==> config.mk <==
export PLATFORM = sky130hd
export DESIGN_NAME = down_counter_enabled
export DESIGN_NICKNAME = d
export VERILOG_FILES = /design/src/rtl/counter_pkg.sv /design/src/rtl/down_counter_enabled.sv
export SDC_FILE = /design/constraint.sdc
export NUM_CORES = 1
export LEC_CHECK = 0
export CORE_UTILIZATION = 51
export DETAILED_ROUTE_END_ITERATION = 16
export PLACE_DENSITY = 0.82
export SYNTH_ARGS = -nofsm -noshare
export SYNTH_HDL_FRONTEND = slang
export SYNTH_SLANG_ARGS = --single-unit
export TNS_END_PERCENT = 1
==> constraint.sdc <==
create_clock -name clk_i -period 3.3 [get_ports clk_i]
set_input_delay 0.66 -clock clk_i [delete_from_list [all_inputs] [get_ports clk_i]]
set_output_delay 0.66 -clock clk_i [all_outputs]
set_load 0.005 [all_outputs]
==> src/rtl/counter_pkg.sv <==
// ----------------------------------------------------------------------------
// counter_pkg
//
// Shared definitions for the up/down counter sequencers used in the FIR/CNN
// address and tap generators.
//
// Contents:
//   counter_state_t : two-state sequencer FSM encoding (IDLE, COUNTING)
// ----------------------------------------------------------------------------
package counter_pkg;

    typedef enum logic {
        IDLE     = 1'b0,
        COUNTING = 1'b1
    } counter_state_t;

endpackage : counter_pkg

==> src/rtl/down_counter_enabled.sv <==
// ----------------------------------------------------------------------------
// down_counter_enabled
//
// Countdown sequencer.  On start it presents INPUT_MAX, INPUT_MAX-1, ... 0 to
// a downstream consumer, one value per accepted beat, with a global enable
// that freezes everything except reset.  Used to walk buffers and tap tables
// in reverse order.
//
// Handshake: a beat is transferred on a rising edge where valid_o, ready_i
// and en_i are all 1.  Once valid_o is raised, data_o and valid_o stay stable
// until that beat is transferred; valid_o never depends combinationally on
// ready_i.
//
// Parameters:
//   WORD_SIZE : width of data_o
//   INPUT_MAX : first value of every sequence (0 <= INPUT_MAX < 2^WORD_SIZE)
//
// Ports:
//   clk_i    in   clock, all state changes on the rising edge
//   reset_i  in   synchronous active-low reset (0 = reset)
//   start_i  in   begin a sequence, sampled only in IDLE
//   en_i     in   global enable, 0 freezes all state except reset
//   ready_i  in   consumer can accept data_o this cycle
//   data_o   out  current count value
//   valid_o  out  data_o is valid (registered)
//   last_o   out  valid_o high and data_o == 0 (decoded)
//   busy_o   out  a sequence is in progress (decoded from state)
//   done_o   out  one-cycle pulse after the final beat is accepted (registered)
//   state_o  out  current FSM state, for observation
// ----------------------------------------------------------------------------
module down_counter_enabled
    import counter_pkg::*;
#(
    parameter int unsigned WORD_SIZE = 16,
    parameter int unsigned INPUT_MAX = 10
) (
    input  logic                 clk_i,
    input  logic                 reset_i,
    input  logic                 start_i,
    input  logic                 en_i,
    input  logic                 ready_i,
    output logic [WORD_SIZE-1:0] data_o,
    output logic                 valid_o,
    output logic                 last_o,
    output logic                 busy_o,
    output logic                 done_o,
    output counter_state_t       state_o
);

    // ------------------------------------------------------------------------
    // Elaboration-time parameter checks
    // ------------------------------------------------------------------------
    if (WORD_SIZE < 1) begin : g_bad_word_size
        $error("down_counter_enabled: WORD_SIZE must be at least 1");
    end

    // Widths of 32 or more hold any int unsigned INPUT_MAX, so only narrower
    // words need the range check (the shift would overflow otherwise).
    if ((WORD_SIZE < 32) && (64'(INPUT_MAX) >= (64'd1 << WORD_SIZE))) begin : g_bad_input_max
        $error("down_counter_enabled: INPUT_MAX does not fit in WORD_SIZE bits");
    end

    localparam logic [WORD_SIZE-1:0] LOAD_VALUE = WORD_SIZE'(INPUT_MAX);
    localparam logic [WORD_SIZE-1:0] ZERO       = '0;
    localparam logic [WORD_SIZE-1:0] ONE        = WORD_SIZE'(1);

    // ------------------------------------------------------------------------
    // Registered state
    // ------------------------------------------------------------------------
    counter_state_t         state_q, state_d;
    logic [WORD_SIZE-1:0]   data_q,  data_d;
    logic                   valid_q, valid_d;
    logic                   done_q,  done_d;

    logic                   transfer;
    logic                   final_beat;

    assign transfer   = valid_q && ready_i && en_i;
    assign final_beat = (data_q == ZERO);

    // ------------------------------------------------------------------------
    // Next-state / datapath logic
    // ------------------------------------------------------------------------
    always_comb begin
        state_d = state_q;
        data_d  = data_q;
        valid_d = valid_q;
        done_d  = 1'b0;

        // With en_i low everything holds; done_d stays at its default of 0
        // so a frozen pipeline never reports completion.
        if (en_i) begin
            unique case (state_q)
                IDLE: begin
                    if (start_i) begin
                        state_d = COUNTING;
                        data_d  = LOAD_VALUE;
                        valid_d = 1'b1;
                    end else begin
                        data_d  = ZERO;
                        valid_d = 1'b0;
                    end
                end

                COUNTING: begin
                    if (transfer) begin
                        if (final_beat) begin
                            // The 0 beat closes the sequence, so the
                            // decrement below can never wrap.
                            state_d = IDLE;
                            valid_d = 1'b0;
                            done_d  = 1'b1;
                        end else begin
                            data_d  = data_q - ONE;
                        end
                    end
                end

                default: begin
                    state_d = IDLE;
                    data_d  = ZERO;
                    valid_d = 1'b0;
                end
            endcase
        end
    end

    always_ff @(posedge clk_i) begin
        if (!reset_i) begin
            state_q <= IDLE;
            data_q  <= ZERO;
            valid_q <= 1'b0;
            done_q  <= 1'b0;
        end else begin
            state_q <= state_d;
            data_q  <= data_d;
            valid_q <= valid_d;
            done_q  <= done_d;
        end
    end

    // ------------------------------------------------------------------------
    // Outputs
    // ------------------------------------------------------------------------
    assign data_o  = data_q;
    assign valid_o = valid_q;
    assign done_o  = done_q;
    assign last_o  = valid_q && final_beat;
    assign busy_o  = (state_q == COUNTING);
    assign state_o = state_q;

endmodule : down_counter_enabled

==> results by group <==
Synthesis
  • Register bit total from synthesis: 19
  • Asr flop ratio synth: 0%
  • Synthesized area per cell: 8.51 µm²
  • Largest family of logic cells by synthesized area: simple AND/OR/NAND/NOR gates
  • EDFF count, synth: 0
  • Largest area contributor in the netlist: dfxtp_1
  • Synth cell types: 46
  • Primary FF master, synth: dfxtp_1
  • Synth top area cells: dfxtp_1 36%, nor2_1 5.3%, xor2_1 4.2%
  • Synth warn: 0
  • Mapped Area: 1050 µm²
  • Xor/xnor cell area share of the yosys netlist: 5.81%
  • Gate Count Post-Synth: 124
  • Mapped Nets: 130
  • Simple-Gate Fraction of Synth Area: 32.0%
  • Synth Area in Compound Gates: 19.9%
  • Mux share of post-synthesis cell area: 0.949%
  • Adder-Cell Fraction of Synth Area: 1.19%
  • Sequential-to-total area share from yosys stat: 36.1%
  • Synth top area share: 36.1%

Floorplanning
  • Die X: 47.5 µm
  • Die area: 2250 µm²
  • Die Y: 47.5 µm
  • CORE AREA: 1960 µm²
  • Initial Util: 53.8%
  • Number of I/O pins: 26
  • Site Rows: 16

Layout
  • Cell Count, Final, Fillers Out: 174
  • Antenna cells: 0
  • Area grow syn2layout: 26.8%
  • Fin nets: 154
  • Fraction of layout cells with a size suffix above 1: 9.52%

Outcome
  • Status: finished, final reports clean

Clock network
  • Hold Buf Count CTS: 0
  • Sink Count: 19
  • PostCTS Resize Cnt: 0
  • Post-CTS setup buffer count: 0
  • H-Tree Depth: 1
  • TritonCTS clock tree: yes
  • Clk slew on worst S/H paths: 0.11 ns
  • CTS Buf Count: 3
  • Maximum root-to-sink buffer count: 2
  • CTS root buf: clkbuf_4
  • Clock Latency Late Sink: 0.31 ns

Setup path
  • CP Capture Type: output pin
  • CP Cell Sequence: inv_1 > ha_1 > nor3b_4 > nand4_1 > nor2_1 > clkdlybuf4s50_1
  • CP required: 2.64 ns
  • Critical path launch point type: flip-flop
  • CP top delay family: simple AND/OR/NAND/NOR gates
  • Max FO, Critical Path: 7
  • Worst path arrival time: 2.35 ns
  • Crit Path Category: reg2out
  • Worst Path Buf+Inv: 2
  • Max stage delay on crit path: 0.53 ns
  • Slowest cell on the critical path: clkdlybuf4s50_1

STA
  • Tmin final: 3.01 ns
  • Final setup fails: 0
  • Fmax: 332 MHz
  • Slew @ Worst Pin: 0.723 ns
  • RSZ-0062 raised after global routing: false
  • Final Hold Viols: 0
  • Rel. slew slack: 51.4%
  • Setup TNS: 0 ns
  • Clock skew: 0.00194 ns
  • Final Max Slew Viols: 0
  • Period utilization: 91.2%

Route
  • Vias after detailed routing: 1023
  • DRC viols: 0
  • DR WL met3: 86 µm
  • 1st-iter DRT viols: 27
  • Met1 wire length: 1110 µm
  • Top Metal Used: met4
  • WL final: 2440 µm
  • Pre-Repair DR Iteration Count: 4
  • Final antenna-violating net count: 0
  • Met2 wire length: 1220 µm
  • Detailed-route vias per instance: 5.88
  • WL/cell: 14.0 µm

Power and ir drop
  • P_sw: 248 µW
  • Max VDD drop: 0.342 mV
  • Switching Share: 36.4%
  • Power per cell area: 510 nW/µm²
  • Power share of the clock group: 18.0%
  • Pleak: 0.481 nW
  • Flop pwr share: 42.2%
  • Comb pwr share: 39.8%
  • Pint: 434 µW

GRT
  • First-pass GRT wire length: 3670 µm
  • Total GRT Usage: 22.8%
  • Global route overflow: 0
  • Vias in the first global route: 832
  • Initial antenna violation count: 0
  • Largest net degree at the start of global routing: 14

Placement
  • Input/output buffers: 25
  • Gpl congestion: 0.865
  • Post-DP HPWL: 1780 µm
  • Cells after DPL: 170

Hold path
  • Hold crit path type: reg2reg

Job
  • # Max-Cap Violations: 0
routing by layer:
metal | global-route usage [%] | up-vias
li1 | - | 505
met1 | 30.9 | 491
met2 | 37.3 | 25
met3 | 3.40 | 2
met4 | 7.43 | 0
met5 | 0 | -
cells in the final DEF (no fill, tap or decap), drive strengths merged, types with 3 or more instances in the layout:
cell type      Yosys  final
clkdlybuf4s50      0     25
dfxtp             19     19
nor2              15     15
nand2              8      8
o21ai              8      8
nor4               6      6
nand3              5      5
a21oi              5      5
xor2               5      5
nor3               5      5
inv                4      4
clkbuf             5      4
or3                3      3
or4                3      3
kinds of logic after synthesis:
family	after synthesis
compound gates	29
flops	19
mux	1
buf+inv	10
simple gates	57
xor+xnor	7
fa+ha+maj	1
cell type report:
cell class	count	area [µm²]
timing repair buffer	25	250
sequential	19	380
multi-input combinational	95	632
tap	27	33.8
clock buffer	4	26.3
fill	186	624
inverter	4	15.0
synthesized netlist by cell type (all sizes together) (2+ instances only):
cell      n
dfxtp    19
nor2     15
nand2     8
o21ai     8
nor4      6
a21oi     5
clkbuf    5
nand3     5
nor3      5
xor2      5
inv       4
or3       3
or4       3
a21boi    2
and3      2
and4      2
nand4     2
nor3b     2
o2111ai   2
o211ai    2
o31a      2
xnor2     2
tightest hold or removal path, stage by stage, from the launching register on:
cell	delay (ns)
dfxtp_1	0.37
nand2_1	0.07
o21ai_0	0.06
per-stage QoR:
stage	worst slack [ns]	instance area [µm²]	hold slack [ns]	power, mW	util, %
2_1_floorplan	1.40	1050	0.489	0.474	-
3_3_place_gp	0.732	1310	0.500	0.554	66.8
3_5_place_dp	0.643	1310	0.525	0.561	66.8
4_1_cts	0.342	1340	0.537	0.680	68.2
5_1_grt	0.198	1340	0.566	0.727	68.2
6_report	0.290	1340	0.535	0.682	68.2
power by group through the flow:
| stage | registers (mW) | clock network (mW) | logic, mW |
|---|---|---|---|
| after floorplan | 0.287 | 0 | 0.186 |
| after global placement | 0.291 | 0 | 0.263 |
| after detailed placement | 0.293 | 0 | 0.268 |
| after CTS | 0.288 | 0.122 | 0.271 |
| after global routing | 0.292 | 0.134 | 0.301 |
| final | 0.287 | 0.123 | 0.272 |
state kept, by name (all words and copies together), names as in the netlist:
signal,flops
busy_o,1
data_o,16
done_o,1
valid_o,1
path summary, 6_finish.rpt:
kind | cells past startpoint | to | slack (ns) | start
setup / recovery | 6 | last_o | 0.29 | data_o[0]$_SDFFE_PN0P_
hold reg to reg | 2 | data_o[1]$_SDFFE_PN0P_ | 0.53 | data_o[1]$_SDFFE_PN0P_
setup reg to reg | 5 | data_o[13]$_SDFFE_PN0P_ | 1.26 | data_o[0]$_SDFFE_PN0P_
hold / removal | 2 | data_o[1]$_SDFFE_PN0P_ | 0.53 | data_o[1]$_SDFFE_PN0P_
(Power assumes the default switching activity.)
